$ cat src/rtl/fsk_pkg.sv
// Shared types and constants for the 4-tone FSK demodulator.
// Symbol classes are decided by half-period length in clk cycles.
package fsk_pkg;

    typedef logic [1:0] sym_t;

    typedef enum logic [1:0] {
        IDLE   = 2'd0,
        ACQ    = 2'd1,
        LOCKED = 2'd2
    } state_t;

    localparam int RUN_W = 5;

    localparam int HP00 = 2;
    localparam int HP01 = 4;
    localparam int HP10 = 8;
    localparam int HP11 = 16;

    // Class boundaries sit midway between adjacent nominal half-periods.
    localparam int BND_01 = (HP00 + HP01) / 2;
    localparam int BND_10 = (HP01 + HP10) / 2;
    localparam int BND_11 = (HP10 + HP11) / 2;

    function automatic sym_t classify(input logic [RUN_W-1:0] len);
        if (len < RUN_W'(BND_01)) begin
            return 2'b00;
        end else if (len < RUN_W'(BND_10)) begin
            return 2'b01;
        end else if (len < RUN_W'(BND_11)) begin
            return 2'b10;
        end else begin
            return 2'b11;
        end
    endfunction

endpackage

$ cat src/rtl/fsk_period_meter.sv
// Input stage, edge detector and saturating half-period run counter.
// FSK_DEMOD_SYNC_EN inserts a 2-flop synchronizer ahead of the input register.
module fsk_period_meter
    import fsk_pkg::*;
#(
    parameter int TIMEOUT = 24
) (
    input  logic             clk_i,
    input  logic             rst_i,
    input  logic             din_i,
    output logic             edge_o,
    output logic [RUN_W-1:0] len_o,
    output logic             timeout_o
);

    logic             din_in;
    logic             din_s_q;
    logic             din_d_q;
    logic [RUN_W-1:0] run_q;
    logic [RUN_W-1:0] run_d;

`ifdef FSK_DEMOD_SYNC_EN
    logic [1:0] sync_q;

    always_ff @(posedge clk_i or posedge rst_i) begin
        if (rst_i) begin
            sync_q <= 2'b00;
        end else begin
            sync_q <= {sync_q[0], din_i};
        end
    end

    assign din_in = sync_q[1];
`else
    assign din_in = din_i;
`endif

    always_ff @(posedge clk_i or posedge rst_i) begin
        if (rst_i) begin
            din_s_q <= 1'b0;
            din_d_q <= 1'b0;
            run_q   <= '0;
        end else begin
            din_s_q <= din_in;
            din_d_q <= din_s_q;
            run_q   <= run_d;
        end
    end

    assign edge_o = din_s_q ^ din_d_q;

    always_comb begin
        run_d = run_q;
        if (edge_o) begin
            run_d = RUN_W'(1);
        end else if (run_q != '1) begin
            run_d = run_q + 1'b1;
        end
    end

    assign len_o = run_q;

    // Fires on the cycle the counter steps onto TIMEOUT; an edge overrides it.
    assign timeout_o = !edge_o && (run_d == RUN_W'(TIMEOUT));

endmodule

$ cat src/rtl/fsk_demodulator.sv
// 4-tone FSK demodulator: classifies measured half-periods and debounces
// the symbol decision. Optional input synchronizer: FSK_DEMOD_SYNC_EN.
module fsk_demodulator
    import fsk_pkg::*;
#(
    parameter int LOCK_CNT = 2,
    parameter int TIMEOUT  = 24
) (
    input  logic       clk,
    input  logic       reset,
    input  logic       din,
    output logic [1:0] dout,
    output logic       valid,
    output logic       sym_stb
);

    logic             edge_w;
    logic [RUN_W-1:0] len_w;
    logic             tmo_w;

    fsk_period_meter #(
        .TIMEOUT (TIMEOUT)
    ) u_meter (
        .clk_i     (clk),
        .rst_i     (reset),
        .din_i     (din),
        .edge_o    (edge_w),
        .len_o     (len_w),
        .timeout_o (tmo_w)
    );

    state_t     state_q, state_d;
    sym_t       cand_q, cand_d;
    logic [2:0] match_q, match_d;
    sym_t       dout_q, dout_d;
    logic       valid_q, valid_d;
    logic       stb_q, stb_d;

    sym_t       cls;
    logic [2:0] match_upd;
    logic       hit;

    assign cls       = classify(len_w);
    assign match_upd = (cls == cand_q) ? match_q + 3'd1 : 3'd1;
    assign hit       = (match_upd == 3'(LOCK_CNT));

    always_ff @(posedge clk or posedge reset) begin
        if (reset) begin
            state_q <= IDLE;
            cand_q  <= 2'b00;
            match_q <= 3'd0;
            dout_q  <= 2'b00;
            valid_q <= 1'b0;
            stb_q   <= 1'b0;
        end else begin
            state_q <= state_d;
            cand_q  <= cand_d;
            match_q <= match_d;
            dout_q  <= dout_d;
            valid_q <= valid_d;
            stb_q   <= stb_d;
        end
    end

    always_comb begin
        state_d = state_q;
        if (tmo_w) begin
            state_d = IDLE;
        end else if (edge_w) begin
            case (state_q)
                IDLE:    state_d = ACQ;
                ACQ:     if (hit) state_d = LOCKED;
                LOCKED:  state_d = LOCKED;
                default: state_d = IDLE;
            endcase
        end
    end

    // A matching edge while locked re-arms the candidate, so only
    // consecutive deviant edges can move dout.
    always_comb begin
        cand_d  = cand_q;
        match_d = match_q;
        dout_d  = dout_q;
        valid_d = valid_q;
        stb_d   = 1'b0;
        if (tmo_w) begin
            match_d = 3'd0;
            dout_d  = 2'b00;
            valid_d = 1'b0;
        end else if (edge_w) begin
            case (state_q)
                IDLE: begin
                    match_d = 3'd0;
                end
                ACQ: begin
                    cand_d  = cls;
                    match_d = match_upd;
                    if (hit) begin
                        dout_d  = cls;
                        valid_d = 1'b1;
                        stb_d   = 1'b1;
                    end
                end
                LOCKED: begin
                    if (cls == dout_q) begin
                        cand_d = dout_q;
                    end else begin
                        cand_d  = cls;
                        match_d = match_upd;
                        if (hit) begin
                            dout_d = cls;
                            stb_d  = 1'b1;
                        end
                    end
                end
                default: begin
                    match_d = 3'd0;
                end
            endcase
        end
    end

    assign dout    = dout_q;
    assign valid   = valid_q;
    assign sym_stb = stb_q;

endmodule

$ cat config.mk
export PLATFORM = sky130hd
export DESIGN_NAME = fsk_demodulator
export DESIGN_NICKNAME = d
export VERILOG_FILES = /design/src/rtl/fsk_pkg.sv /design/src/rtl/fsk_period_meter.sv /design/src/rtl/fsk_demodulator.sv
export SDC_FILE = /design/constraint.sdc
export NUM_CORES = 1
export LEC_CHECK = 0
export BUFFER_PORTS_ARGS = -buffer_cell sky130_fd_sc_hd__buf_2
export CORE_MARGIN = 4
export CORE_UTILIZATION = 35
export DETAILED_ROUTE_END_ITERATION = 6
export HOLD_SLACK_MARGIN = 0.1
export PLACE_DENSITY = 0.59
export SLEW_MARGIN = 20
export SYNTH_ARGS = -nofsm -noshare
export SYNTH_HDL_FRONTEND = slang
export SYNTH_SLANG_ARGS = --single-unit
$ cat constraint.sdc
create_clock -name clk -period 1.6 [get_ports clk]
set_input_delay 0.32 -clock clk [delete_from_list [all_inputs] [get_ports clk]]
set_output_delay 0.32 -clock clk [all_outputs]
set_load 0.05 [all_outputs]
# == Word-level counts from Yosys, hierarchy flattened ==
# Cells that the tools add are included.
# op_classes
n_bitwise,2
order_cmp,3
n_eq_ne,9
addsub,2
n_mux,30
reduce_logical,13
# ops
cell,count
2-to-1 mux 2 bit,10
2-to-1 mux 3 bit,4
2-to-1 mux 5 bit,2
2-to-1 mux 1 bit,9
AND reduction 3 bit,3
case mux 2 bit (2 select lines),2
nonzero test 2 bit,4
"!= test 3 bit, second input constant",2
case mux 2 bit (3 select lines),1
case mux 3 bit (2 select lines),1
"adder 5 x 1 -> 5 bit, second input constant",1
"== test 5 bit, second input constant",1
"less-than comparator 5 x 2 -> 1 bit, second input constant",1
"less-than comparator 5 x 3 -> 1 bit, second input constant",1
"less-than comparator 5 x 4 -> 1 bit, second input constant",1
"!= test 5 bit, second input constant",1
== test 2 bit,2
AND reduction 2 bit,2
"adder 3 x 1 -> 3 bit, second input constant",1
"== test 3 x 2 -> 1 bit, second input constant",1
nonzero test 3 bit,1
"== test 2 x 1 -> 1 bit, second input constant",1
"== test 2 bit, second input constant",1
zero test 2 bit,1
other kinds (5),5
# totals
inputBits,3
word_cells,68
regBits,18

# == Depth between registers and ports, before layout ==
# logic_depth
word_depth,12
ltp_mapped,7

# == By module ==
# Synthesis repeated with hierarchy kept, for this count alone.
# unflattened
cells_unflattened,103
hier_area_um2,1043.5
# by_module_without_submodules
module,cells_each,area_per_inst_um2,n_inst
fsk_demodulator,71,695.7,1
fsk_period_meter,32,347.8,1

# == Worst setup path before layout ==
# Ideal clock, no wire load.
# synth_timing
path_kind,reg-to-reg
start,"reg u_meter.run_q[3], in the netlist u_meter.len_o[3]"
end,reg state_q[0]
required_time_ns,1.469
setup_time_ns,0.131
n_path_buf,0
arrival_ns,1.593
stages_incl_launch_ff,7
path_slack_ns,-0.124
path_cell_list,dfrtp_1 nand2b_4 a211oi_4 xor2_2 a21oi_1 mux2i_1 nor2_1
# synth_via
elab_chain_len,9
word_cells_on_any_way,19
cone_classes,add/sub: 1; order compare: 3; eq/ne: 5; mux: 7; reduce/logical: 3
# synth_rtl
item,line,source
from (decl),fsk_period_meter.sv:19,logic [RUN_W-1:0] run_q;
from (signal assigned),fsk_period_meter.sv:46,run_q <= run_d;
less-than comparator 5 x 4 -> 1 bit,fsk_pkg.sv:30,end else if (len < RUN_W'(BND_11)) begin
2-to-1 mux 1 bit,fsk_pkg.sv:30,
2-to-1 mux 2 bit,fsk_pkg.sv:28,end else if (len < RUN_W'(BND_10)) begin
2-to-1 mux 2 bit,fsk_pkg.sv:26,if (len < RUN_W'(BND_01)) begin
== test 2 bit,fsk_demodulator.sv:44,assign match_upd = (cls == cand_q) ? match_q + 3'd1 : 3'd1;
2-to-1 mux 3 bit,fsk_demodulator.sv:44,
== test 3 x 2 -> 1 bit,fsk_demodulator.sv:45,assign hit = (match_upd == 3'(LOCK_CNT));
!= test 3 bit (no source line),n/a,
AND reduction 2 bit (no source line),n/a,
to (signal assigned),fsk_demodulator.sv:56,state_q <= state_d;
to (decl),fsk_demodulator.sv:32,"state_t state_q, state_d;"
# Parallel ways exist; a longest one is shown, timed or not.
# A chain may end at the register's enable or synchronous reset.

# == Final worst setup path ==
# layout_timing
start,"reg u_meter.run_q[3], in the netlist u_meter.len_o[3]"
end,"reg dout_q[1], in the netlist dout[1]"
# layout_via
elab_chain_len,12
word_cells_on_any_way,25
cone_classes,add/sub: 1; order compare: 3; eq/ne: 6; mux: 11; reduce/logical: 4
# layout_rtl
item,line,source
less-than comparator 5 x 4 -> 1 bit,fsk_pkg.sv:30,
2-to-1 mux 1 bit,fsk_pkg.sv:30,
2-to-1 mux 2 bit,fsk_pkg.sv:28,
2-to-1 mux 2 bit,fsk_pkg.sv:26,
== test 2 bit,fsk_demodulator.sv:44,
2-to-1 mux 3 bit,fsk_demodulator.sv:44,
== test 3 x 2 -> 1 bit,fsk_demodulator.sv:45,
2-to-1 mux 2 bit,"fsk_demodulator.sv:99, fsk_demodulator.sv:111",
2-to-1 mux 2 bit,fsk_demodulator.sv:106,if (cls == dout_q) begin
case mux 2 bit (2 select lines),fsk_demodulator.sv:92,case (state_q)
2-to-1 mux 2 bit,fsk_demodulator.sv:91,end else if (edge_w) begin
2-to-1 mux 2 bit,fsk_demodulator.sv:87,if (tmo_w) begin
to (signal assigned),fsk_demodulator.sv:59,dout_q <= dout_d;
to (decl),fsk_demodulator.sv:35,"sym_t dout_q, dout_d;"
# Parallel ways exist; a longest one is shown, timed or not. The select of a mux whose other input is x is not followed.

==> results.json <==
{
  "gr-total-overflow": 0,
  "cts_root_buf": "clkbuf_4",
  "cp_max_fo": 4,
  "avgSynthCellArea_um2": 10.6,
  "powerDensity_nw_per_um2": 1620,
  "io_pins": 7,
  "netSwitchingPower_mw": 1.06,
  "min_period_over_period": 1.13,
  "worstPathCellList": "nand2b_4, a211oi_4, xor2_2, nand3_1, o211ai_4, mux2i_1",
  "routed_wl_um": 2300,
  "ys.flop_type": "dfrtp_1",
  "final_cell_mix": "buf_4 (19), dfrtp_1 (15), nand2_1 (8)",
  "maxSlewViolCount": 0,
  "critPathArrivalTime_ns": 2.02,
  "p_int_mw": 1.33,
  "portBuffers": 6,
  "drt-pass1-iter-count": 4,
  "setup_violations": 9,
  "grt_pass1_vias": 880,
  "setup_tns_ns": -1.17,
  "violations": "setup timing",
  "critPathLaunchType": "register",
  "coreArea_um2": 2780,
  "drcViolationCount": 0,
  "finalWeightedCongestion": 0.826,
  "dpl.cell_count": 150,
  "cts.sinks": 18,
  "p_seq_frac": 0.311,
  "diodes": 0,
  "layout-drive-gt1-share": 0.496,
  "p_clk_frac": 0.099,
  "path_clk_slew_ns": 0.10,
  "die_area_um2": 3870,
  "cap_violations": 0,
  "synth_edf_count": 0,
  "required_ns": 1.81,
  "outcome": "complete, but fails checks",
  "whs_ns": 0.125,
  "synth_seq_cells": 18,
  "final_common_cell": "buf_4",
  "worstSetupPathType": "register to register",
  "synthArstFlopShare": 1.00,
  "slew_headroom": 0.748,
  "worst-path-buf-inv": 0,
  "cpPeakStageDelay_ns": 0.46,
  "cts_buffers": 3,
  "tightest_slew_ns": 0.377,
  "insertion_delay_ns": 0.29,
  "chipHeight_um": 62.2,
  "yosysWarnings": 0,
  "rows": 19,
  "cpLargestDelayFamily": "flip-flops",
  "rsz0062_at_grt": "yes",
  "synth_seq_area_share": 0.438,
  "netSwitchingFraction": 0.444,
  "num_vias": 864,
  "skew_ns": 0.00616,
  "grt_start_max_net_pins": 11,
  "syn2layout_area_growth_pct": 42.8,
  "grt_pass1_wl_um": 3890,
  "p_comb_frac": 0.590,
  "grt_usage": 0.121,
  "cp_slowest_cell": "dfrtp_2",
  "postSynthCellCount": 97,
  "htreeDepth": 1,
  "synth_area_um2": 1030,
  "synthesis.nets": 105,
  "maxClockFrequency_mhz": 555,
  "die_w_um": 62.2,
  "p_leak_nw": 0.664,
  "start_util": 0.370,
  "hp-class": "input pin to register",
  "vdd.ir_drop.worst_mv": 1.25,
  "nets": 140,
  "synth_cell_types": 31,
  "vias_per_cell": 5.33,
  "setup_slack_ns": -0.203,
  "drtAntennaViolNets": 0,
  "hold_violations": 0,
  "wl_per_cell_um": 14.2,
  "cts_buffer_depth": 2,
  "antenna_found_initial": 0,
  "worstSetupEndpointType": "register",
  "hpwl_um": 1500,
  "final_cells": 162,
  "drt_iter0_drc": 19,
  "cts_tree": "yes",
  "period_needed_ns": 1.80
}
worst register-to-register path, stage by stage, from the launching register on:
cell and delay [ns]:
dfrtp_2 0.46, nand2b_4 0.16, a211oi_4 0.32, xor2_2 0.27, nand3_1 0.17, o211ai_4 0.14
mux2i_1 0.21
timing repair:
item / CTS / global route
endpoints found under the hold margin: 9 / 0
cloned: 0 / 0
hold buffers: 1 / 0
setup endpoints to repair: 9 / 11
setup buffers: 9 / 4
pin swaps: 11 / 9
resized for setup: 11 / 21
cell families (layout without fill, tap and decap cells):
| kind of cell | Yosys count | in the layout | synth area share |
|---|---|---|---|
| muxes | 5 | 5 | 0.0487 |
| and+or+nand+nor | 37 | 37 | 0.209 |
| xor gates and xnor gates | 8 | 8 | 0.0827 |
| buffers and inverters | 5 | 39 | 0.0219 |
| adders and majority gates | 5 | 5 | 0.0608 |
| AOI/OAI and AO/OA | 19 | 19 | 0.139 |
| DFF | 18 | 18 | 0.438 |
synth_stat cells, drive strengths merged (4+ instances only):
cell	instances	share of area
nor2	8	0.029
inv	4	0.015
xor2	4	0.049
mux2i	5	0.049
nand2b	4	0.032
o21ai	5	0.024
a31oi	4	0.030
dfrtp	18	0.44
a21oi	5	0.024
ha	5	0.061
nand3	6	0.029
nand2	8	0.029
xnor2	4	0.034
metal layers:
layer,track usage,part of all wire,vias to the layer above
met5,0,0,-
met2,0.199,0.50,29
li1,-,-,411
met1,0.155,0.46,422
met4,0.0379,0.0056,0
met3,0.0270,0.040,2
cell type report:
class | instances | area [um2]
clock buffers | 4 | 26.3
inverters | 4 | 15.0
fillers | 227 | 1310
flip-flops and latches | 18 | 454
repair buffers | 31 | 239
well taps | 31 | 38.8
multi-input cells | 74 | 696
sequential cells by signal, indices dropped and copies added, names as in the netlist:
register	flops
state_q	2
u_meter.len_o	5
match_q	3
cand_q	2
valid	1
dout	2
sym_stb	1
u_meter.din_s_q	1
u_meter.din_d_q	1
stage by stage:
stage	power (mW)	worst slack, ns	utilization	instance area (um2)
2_1_floorplan	1.51	-0.114	-	1040
3_3_place_gp	1.77	-0.166	0.442	1230
3_5_place_dp	1.79	-0.197	0.442	1230
4_1_cts	2.20	-0.175	0.496	1380
5_1_grt	2.57	-0.320	0.528	1470
6_report	2.39	-0.203	0.528	1470
power by group through the flow:
stage | sequential (mW) | combinational [mW] | clock, mW
floorplan | 0.814 | 0.694 | 0
global placement | 0.709 | 1.06 | 0
detailed placement | 0.716 | 1.08 | 0
CTS | 0.711 | 1.25 | 0.242
global route | 0.764 | 1.54 | 0.263
finish | 0.742 | 1.41 | 0.235
path summary, 6_finish.rpt:
kind | to | cells past startpoint | slack [ns] | startpoint
max | dout[1] | 6 | -0.20 | u_meter.len_o[3]
min | u_meter.din_s_q | 1 | 0.12 | din
max reg2reg | dout[1] | 6 | -0.20 | u_meter.len_o[3]
min reg2reg | u_meter.din_d_q | 0 | 0.45 | u_meter.din_s_q
max in group asynchronous | match_q[1] | 4 | 0.59 | reset
min in group asynchronous | u_meter.din_s_q | 3 | 0.53 | reset
No activity file was read; power rests on OpenSTA's default activity.
